==> config.mk <==
export PLATFORM = sky130hd
export DESIGN_NAME = rtc_bus_sequencer
export DESIGN_NICKNAME = d
export VERILOG_FILES = /design/src/rtl/rtc_bus_sequencer.sv
export SDC_FILE = /design/constraint.sdc
export NUM_CORES = 1
export LEC_CHECK = 0
export CAP_MARGIN = 15
export CELL_PAD_IN_SITES_DETAIL_PLACEMENT = 1
export CELL_PAD_IN_SITES_GLOBAL_PLACEMENT = 1
export CORE_ASPECT_RATIO = 0.75
export CORE_UTILIZATION = 34
export CTS_CLUSTER_DIAMETER = 60
export CTS_CLUSTER_SIZE = 12
export DETAILED_ROUTE_END_ITERATION = 6
export PLACE_DENSITY = 0.86
export SYNTH_ARGS = -nofsm -noshare
export SYNTH_HDL_FRONTEND = slang
export SYNTH_SLANG_ARGS = --single-unit
export TNS_END_PERCENT = 100
==> constraint.sdc <==
create_clock -name clk -period 2.5 [get_ports clk]
set_clock_uncertainty 0.15 [all_clocks]
set_input_delay 0.5 -clock clk [delete_from_list [all_inputs] [get_ports clk]]
set_output_delay 0.5 -clock clk [all_outputs]
set_load 0.02 [all_outputs]
==> src/rtl/rtc_bus_sequencer.sv <==
// rtc_bus_sequencer: round-robin multi-channel burst master for the multiplexed AD/CS/RD/WR RTC bus
module rtc_bus_sequencer #(
  parameter int NCH   = 4,
  parameter int AW    = 8,
  parameter int DW    = 8,
  parameter int LW    = 3,
  parameter int T_PH  = 4,
  parameter int T_GAP = 2
) (
  input  logic              clk,
  input  logic              rst,
  input  logic [NCH-1:0]    req,
  input  logic [NCH-1:0]    req_wr,
  input  logic [NCH*AW-1:0] req_addr,
  input  logic [NCH*LW-1:0] req_len,
  input  logic [NCH*DW-1:0] req_wdata,
  output logic [NCH-1:0]    gnt,
  output logic              wdata_take,
  output logic [DW-1:0]     rdata,
  output logic              rdata_vld,
  output logic              done,
  output logic              busy,
  input  logic [DW-1:0]     ad_in,
  output logic [DW-1:0]     ad_out,
  output logic              ad_oe,
  output logic              ad,
  output logic              cs,
  output logic              rd,
  output logic              wr
);
  localparam int PW = NCH > 1 ? $clog2(NCH) : 1;
  localparam int TM = T_PH > T_GAP ? T_PH : T_GAP;
  localparam int CW = $clog2(TM) + 1;
  typedef enum logic [2:0] {IDLE, ADDR, GAP_A, DATA, GAP_D} state_t;
  state_t st, ns;
  logic [CW-1:0] cnt, cnt_n;
  logic [LW-1:0] beat, beat_n, len, len_n;
  logic [AW-1:0] addr, addr_n;
  logic dir, dir_n;
  logic [PW-1:0] ch, ch_n, ptr, ptr_n, sel, idx;
  logic [NCH-1:0] gnt_n;
  logic [DW-1:0] rdata_n, ad_out_n;
  logic take_n, vld_n, done_n, busy_n, oe_n, ad_n, cs_n, rd_n, wr_n;
  // Descending scan so the lowest offset from the pointer wins.
  always_comb begin
    sel = ptr;
    idx = '0;
    for (int k = NCH - 1; k >= 0; k--) begin
      idx = PW'((int'(ptr) + k) % NCH);
      if (req[idx]) sel = idx;
    end
  end
  always_comb begin
    ns = st;
    cnt_n = cnt + 1'b1;
    beat_n = beat;
    len_n = len;
    addr_n = addr;
    dir_n = dir;
    ch_n = ch;
    ptr_n = ptr;
    gnt_n = gnt;
    done_n = 1'b0;
    take_n = 1'b0;
    vld_n = 1'b0;
    rdata_n = rdata;
    ad_out_n = ad_out;
    case (st)
      IDLE: begin
        cnt_n = '0;
        if (|gnt) ns = ADDR;
        else if (|req && !done) begin
          gnt_n = NCH'(1) << sel;
          ch_n = sel;
          dir_n = req_wr[sel];
          addr_n = req_addr[sel*AW +: AW];
          len_n = req_len[sel*LW +: LW];
          beat_n = '0;
        end
      end
      ADDR: if (cnt == CW'(T_PH - 1)) begin
        ns = GAP_A;
        cnt_n = '0;
      end
      GAP_A: if (cnt == CW'(T_GAP - 1)) begin
        ns = DATA;
        cnt_n = '0;
        take_n = dir;
        ad_out_n = dir ? req_wdata[ch*DW +: DW] : ad_out;
      end
      DATA: if (cnt == CW'(T_PH - 1)) begin
        ns = GAP_D;
        cnt_n = '0;
        vld_n = !dir;
        rdata_n = dir ? rdata : ad_in;
      end
      GAP_D: if (cnt == CW'(T_GAP - 1)) begin
        cnt_n = '0;
        if (beat == len) begin
          ns = IDLE;
          done_n = 1'b1;
          gnt_n = '0;
          ptr_n = (ch == PW'(NCH - 1)) ? '0 : ch + 1'b1;
        end else begin
          ns = ADDR;
          beat_n = beat + 1'b1;
          addr_n = addr + 1'b1;
        end
      end
      default: ns = IDLE;
    endcase
    ad_out_n = (ns == ADDR) ? DW'(addr_n) : ad_out_n;
    cs_n = !(ns == ADDR || ns == DATA);
    ad_n = ns != ADDR;
    wr_n = !(ns == ADDR || (ns == DATA && dir));
    rd_n = !(ns == DATA && !dir);
    oe_n = ns == ADDR || ns == GAP_A || (ns == DATA && dir);
    busy_n = |gnt_n;
  end
  always_ff @(posedge clk or negedge rst) begin
    if (!rst) begin
      st <= IDLE;
      cnt <= '0;
      beat <= '0;
      len <= '0;
      addr <= '0;
      dir <= 1'b0;
      ch <= '0;
      ptr <= '0;
      gnt <= '0;
      wdata_take <= 1'b0;
      rdata <= '0;
      rdata_vld <= 1'b0;
      done <= 1'b0;
      busy <= 1'b0;
      ad_out <= '0;
      ad_oe <= 1'b0;
      ad <= 1'b1;
      cs <= 1'b1;
      rd <= 1'b1;
      wr <= 1'b1;
    end else begin
      st <= ns;
      cnt <= cnt_n;
      beat <= beat_n;
      len <= len_n;
      addr <= addr_n;
      dir <= dir_n;
      ch <= ch_n;
      ptr <= ptr_n;
      gnt <= gnt_n;
      wdata_take <= take_n;
      rdata <= rdata_n;
      rdata_vld <= vld_n;
      done <= done_n;
      busy <= busy_n;
      ad_out <= ad_out_n;
      ad_oe <= oe_n;
      ad <= ad_n;
      cs <= cs_n;
      rd <= rd_n;
      wr <= wr_n;
    end
  end
endmodule

==> flow_metrics.py, run 1 <==
metrics = {
    "floorplan": {
        "die_width_um": 116,
        "boundaryPins": 123,
        "die-area_mm2": 0.0101,
        "fp.dieH_um": 87.3,
        "row_count": 30,
        "core_mm2": 0.00923,
        "floorplan.initialDensity": 0.357,
    },
    "placement": {
        "dp_cells": 587,
        "hpwl_mm": 8.86,
        "gp_congestion": 0.812,
        "port_buffers": 122,
        "placed_cell_area_mm2": 0.00490,
    },
    "detailed_routing": {
        "dr_wl_met2_mm": 5.83,
        "vias_per_cell": 5.38,
        "met1_length_mm": 4.87,
        "wl_met3_um": 838,
        "drc": 0,
        "route.vias.total": 3226,
        "ant_nets": 0,
        "drtIter0Drc": 195,
        "wirelength_mm": 11.7,
        "first_pass_iters": 4,
        "highest_layer": "met4",
        "detail_route.wl_per_cell_um": 19.6,
    },
    "clock_network": {
        "cts-root-buf": "clkbuf_16",
        "cts.path.max_buffers": 2,
        "numCtsBuffers": 5,
        "clock_sinks": 54,
        "clk-insertion-delay-late_ns": 0.30,
        "postCtsHoldBufs": 0,
        "clkTransAtPathRegs_ns": 0.07,
        "htreeDepth": 2,
        "cts_tree": "done",
    },
    "logic_synthesis": {
        "synth_area_per_cell_um2": 10.6,
        "syn_nets": 413,
        "synth_area_leader_cell": "dfrtp_1",
        "async_reset_ff_frac": 1.00,
        "netlist_area_mm2": 0.00330,
        "seq_area_frac_synth": 0.411,
        "netlist_top_cells_count": "dfrtp_1, nand2_1, mux2i_1",
        "ys_types": 66,
        "muxShareOfSynthArea": 0.188,
        "synthAdderAreaFrac": 0.0266,
        "synthCells": 312,
        "synth_compound_area_frac": 0.138,
        "yosysTopAreaCellShare": 0.379,
        "synth_area_leaders": "dfrtp_1, mux2i_1, mux4_2",
        "synthSimpleGateAreaFrac": 0.183,
        "synth_top_family_by_area": "multiplexers",
        "yosysWarnings": 0,
        "ys_ff_latch": 54,
        "synthXorXnorAreaFrac": 0.0159,
        "synth_flop_cell": "dfrtp_1",
        "synth-edff-count": 0,
        "post-synth-top-count-cell": "dfrtp_1",
    },
    "timing": {
        "tightest_slew_ns": 0.552,
        "finalCriticalPeriod_ns": 2.50,
        "hold_ws_ns": 0.0150,
        "finalMaxSlewViolations": 0,
        "max_freq_mhz": 400,
        "relSlewSlack": 0.630,
        "min_period_over_period": 0.999,
        "setup_viol": 0,
        "hold_viol_final": 0,
    },
    "finish": {
        "layout-area-overhead-vs-synth_pct": 56.9,
        "design_area_mm2": 0.00518,
        "drive_above_1_share": 0.212,
        "seq_area_mm2": 0.00136,
        "multi_input_area_mm2": 0.00189,
        "diodes": 0,
        "fin_nets": 572,
        "final_cells": 600,
        "fill_cells": 1023,
    },
    "power": {
        "switching_share": 0.221,
        "p_switching_uw": 420,
        "finalPower_mw": 1.90,
        "internal_power_mw": 1.48,
        "p_seq_frac": 0.466,
        "ir_drop_mv": 0.221,
        "clkPwrFrac": 0.380,
        "p_leak_nw": 2.20,
        "powerDensity_mw_per_mm2": 366,
        "comb_power_share": 0.154,
    },
    "global_route": {
        "grt_start_max_net_pins": 34,
        "grt_pass1_vias": 3535,
        "grt.overflow.total": 0,
        "antenna_found_initial": 0,
        "grt_pass1_wl_mm": 18.3,
        "grtUsageTotal": 0.242,
    },
    "critical_path": {
        "slowest_delay_ns": 0.47,
        "start_kind": "primary input",
        "critical_path_class": "in -> reg",
        "cp_slowest_cell": "clkdlybuf4s50_1",
        "cp-end-kind": "flip-flop",
        "critical_path_arrival_ns": 2.52,
        "crit_path_cell_trace": "clkdlybuf4s50_1 > or3_1 > and4b_1 > nand2b_4 > buf_4 > mux2i_1 > o22ai_1 > or2_2",
        "worst-endpoint-required_ns": 2.52,
        "path_max_fanout": 8,
    },
    "status": {
        "status": "finished clean",
    },
    "run": {
        "max_cap_violations": 0,
    },
    "hold_path": {
        "hp-class": "in -> async",
    },
}
final timing paths:
path	from	endpoint	slack, ns	cells past startpoint
setup / recovery	req[2]	addr[5]	0.003	8
max in group asynchronous	rst	beat[1]	1.62	2
setup reg to reg	gnt[0]	addr[3]	0.08	6
min in group clk	cnt[0]	cnt[0]	0.35	1
hold / removal	rst	ad_out[1]	0.01	1
hold reg to reg	cnt[0]	cnt[0]	0.35	1
sequential cells by signal, indices dropped and copies added, names as in the netlist, 2 cells and up:
| name | cells |
|---|---|
| gnt | 4 |
| ptr | 2 |
| addr | 8 |
| ch | 2 |
| st | 3 |
| ad_out | 8 |
| len | 3 |
| cnt | 3 |
| rdata | 8 |
| beat | 3 |
power by group through the flow:
| stage | sequential [mW] | clock (mW) | combinational (mW) |
|---|---|---|---|
| 2_1_floorplan | 0.908 | 0 | 0.0747 |
| 3_3_place_gp | 0.899 | 0 | 0.279 |
| 3_5_place_dp | 0.900 | 0 | 0.288 |
| 4_1_cts | 0.883 | 0.721 | 0.290 |
| 5_1_grt | 0.884 | 0.755 | 0.312 |
| 6_report | 0.883 | 0.720 | 0.293 |
cell type report:
| cell class | instances | area share |
|---|---|---|
| timing repair buffer | 168 | 0.306 |
| tap | 128 | 0.0309 |
| multi-input combinational | 233 | 0.365 |
| inverter | 9 | 0.00653 |
| clock inverter | 2 | 0.00242 |
| sequential | 54 | 0.262 |
| clock buffer | 6 | 0.0268 |
cell families after synthesis:
| family | after synthesis |
|---|---|
| and+or+nand+nor | 107 |
| AOI/OAI and AO/OA | 65 |
| DFF | 54 |
| muxes | 48 |
| buffers and inverters | 25 |
| adders and majority gates | 7 |
| xor gates and xnor gates | 6 |
critical path: cells and delay by family:
family | cells | cell delay (ns)
multiplexers | 1 | 0.15
AO/OA/AOI/OAI | 1 | 0.11
buffers and inverters | 2 | 0.65
AND/OR/NAND/NOR | 4 | 1.12
what timing repair did:
action | 4_1_cts | 5_1_grt
gates resized for setup | 6 | 13
setup endpoints to repair | 7 | 16
buffers inserted | 3 | 2
pin swaps | 1 | 1
stage by stage:
step	utilization	setup TNS [ns]	setup slack, ns
2_1_floorplan	-	0	0.262
3_3_place_gp	0.531	-2.95	-0.242
3_5_place_dp	0.531	-5.27	-0.406
4_1_cts	0.552	0	0.00693
5_1_grt	0.561	-0.235	-0.0645
6_report	0.561	0	0.00280
cell usage in the layout (no fill, tap or decap), types with 3 or more instances in the layout:
cell,synthesis,layout
buf_4,1,44
o22ai_1,3,3
clkbuf_16,0,5
xor2_1,5,5
mux2_2,10,10
dfrtp_1,50,50
nor2b_1,7,6
a21oi_1,10,9
nand4_1,4,4
o21ai_1,2,4
mux2i_1,27,27
dfstp_2,4,4
nor3_1,3,3
a221o_1,4,4
mux4_2,10,10
inv_1,8,8
nand3_1,10,10
nand2_1,31,31
o221ai_1,6,5
nor2_1,20,20
o21ai_0,14,12
a21o_1,5,5
or2_2,3,3
and2b_1,3,3
ha_1,7,7
clkdlybuf4s50_1,0,120
metal layers:
metal  up-vias  track usage
li1       1481            -
met1      1589        0.297
met2       138        0.420
met3        18       0.0668
met4         0       0.0676
met5         -            0
Note: power is estimated with default switching activity, not from simulation.
==> run 2: changes to the inputs <==
Clock period 2.5 ns to 2.8 ns, I/O delays scaled along.
==> run 2 against run 1 <==
Final cell count shrank 2.5%. Count of clock-buffer cells in the layout grew 1. Worst hold slack gained 0.014 ns. Sequential cell count is the same. Largest power group unchanged. Non-clock buffer count shrank 15. Critical endpoint is now beat[1]. Largest cell class unchanged. Routed wire length shrank 9.2%. Sequential share of layout area grew 1.1 points. Die area is the same. Setup slack gained 0.20 ns. Sequential power shrank 11%.
==> flow_metrics.py, run 2 (same netlist as run 1, synthesis figures left out) <==
metrics = {
    "status": {
        "status": "finished clean",
    },
    "finish": {
        "layout_commonest_cell": "clkdlybuf4s50_1",
        "layout_common_cells": "clkdlybuf4s50_1, dfrtp_1, nand2_1, buf_4, mux2i_1",
        "fin_nets": 557,
        "reg_top3": "ad_out (8), addr (8), rdata (8)",
        "design_area_mm2": 0.00496,
        "multi_input_area_mm2": 0.00182,
        "fin_util": 0.538,
        "layout-area-overhead-vs-synth_pct": 50.5,
        "fill_cells": 1032,
        "seq_area_mm2": 0.00136,
        "diodes": 0,
        "final_cells": 585,
        "drive_above_1_share": 0.168,
    },
    "placement": {
        "gp_congestion": 0.835,
        "placed_cell_area_mm2": 0.00482,
        "hpwl_mm": 8.72,
        "dp_cells": 577,
        "port_buffers": 122,
    },
    "global_route": {
        "grtUsageTotal": 0.227,
        "grt_pass1_wl_mm": 17.4,
        "grt_pass1_vias": 3456,
        "grtUsageMet3": 0.0431,
        "antenna_found_initial": 0,
        "grt_start_max_net_pins": 28,
        "met2_usage": 0.396,
        "use_met1": 0.291,
        "grt.overflow.total": 0,
        "grt.busiest_layer": "met2",
    },
    "detailed_routing": {
        "detail_route.wl_per_cell_um": 18.2,
        "route.vias.total": 3101,
        "vias_per_cell": 5.30,
        "drtIter0Drc": 132,
        "ant_nets": 0,
        "wirelength_mm": 10.7,
        "first_pass_iters": 4,
        "drc": 0,
    },
    "critical_path": {
        "r2r_slack_ns": 0.24,
        "critical_path_arrival_ns": 2.61,
        "worst-endpoint-required_ns": 2.82,
        "cp-end-kind": "flip-flop",
        "start_kind": "primary input",
        "critical_path_class": "in -> reg",
        "path_max_fanout": 7,
    },
    "clock_network": {
        "post-cts-setup-buffers": 0,
        "cts_resized": 0,
        "postCtsHoldBufs": 0,
        "cts.path.max_buffers": 2,
        "clock_sinks": 54,
        "numCtsBuffers": 5,
        "clk-insertion-delay-late_ns": 0.29,
        "clkTransAtPathRegs_ns": 0.07,
        "htreeDepth": 2,
        "cts_tree": "done",
        "cts-root-buf": "clkbuf_16",
    },
    "timing": {
        "rsz0062_at_grt": "false",
        "relSlewSlack": 0.582,
        "finalMaxSlewViolations": 0,
        "hold_ws_ns": 0.0285,
        "setup_viol": 0,
        "max_freq_mhz": 386,
        "finalCriticalPeriod_ns": 2.59,
        "tightest_slew_ns": 0.622,
        "hold_viol_final": 0,
        "min_period_over_period": 0.926,
    },
    "floorplan": {
        "core_mm2": 0.00923,
        "row_count": 30,
        "die-area_mm2": 0.0101,
        "die_width_um": 116,
        "floorplan.initialDensity": 0.357,
        "boundaryPins": 123,
        "fp.dieH_um": 87.3,
    },
    "power": {
        "ir_drop_mv": 0.223,
        "p_leak_nw": 2.09,
        "powerDensity_mw_per_mm2": 336,
        "finalPower_mw": 1.67,
    },
    "run": {
        "max_cap_violations": 0,
    },
    "hold_path": {
        "hp-class": "in -> async",
    },
}
run 2: final cells by class:
cell class                 count  share of cell area
multi-input combinational    233               0.366
tap                          128              0.0323
clock buffer                   7              0.0287
timing repair buffer         153               0.292
sequential                    54               0.273
clock inverter                 1             0.00101
inverter                       9             0.00681
run 2: power by group:
group          leakage [nW]  total (mW)  switching [mW]  internal (mW)
clock network        0.0739       0.627           0.272          0.355
logic                  1.35       0.252          0.0798          0.172
registers             0.671       0.789         0.00310          0.786
total                  2.09        1.67           0.355           1.31
run 2: path summary, 6_finish.rpt:
| check | cells past startpoint | from | to |
|---|---|---|---|
| worst max-delay path | 9 | req[3] | beat[1] |
| worst min-delay path | 1 | rst | ad_out[1] |
| worst max register to register | 9 | gnt[0] | beat[1] |
| worst min register to register | 1 | cnt[0] | cnt[0] |
| max in group asynchronous | 2 | rst | gnt[1] |
| min in group clk | 1 | cnt[0] | cnt[0] |
run 2: per-layer routing:
layer | up-vias | routed length, µm
met4 | 0 | 81
met5 | - | 0
met1 | 1541 | 4620
met3 | 11 | 768
li1 | 1450 | -
met2 | 99 | 5180
run 2: metrics by stage:
stage               setup WS [ns]  TNS [ns]
floorplan                   0.502         0
global placement         -0.00149  -0.00149
detailed placement        -0.0796    -0.192
CTS                         0.215         0
global route               0.0723         0
finish                      0.207         0
run 2: worst max-delay path, cell delays in order:
cell and delay, ns:
clkdlybuf4s50_1 0.51, or4_4 0.58, nand3b_2 0.13, buf_4 0.13, or3_1 0.14, buf_4 0.13, a21oi_1 0.09, a22oi_1 0.22
o2bb2ai_1 0.10
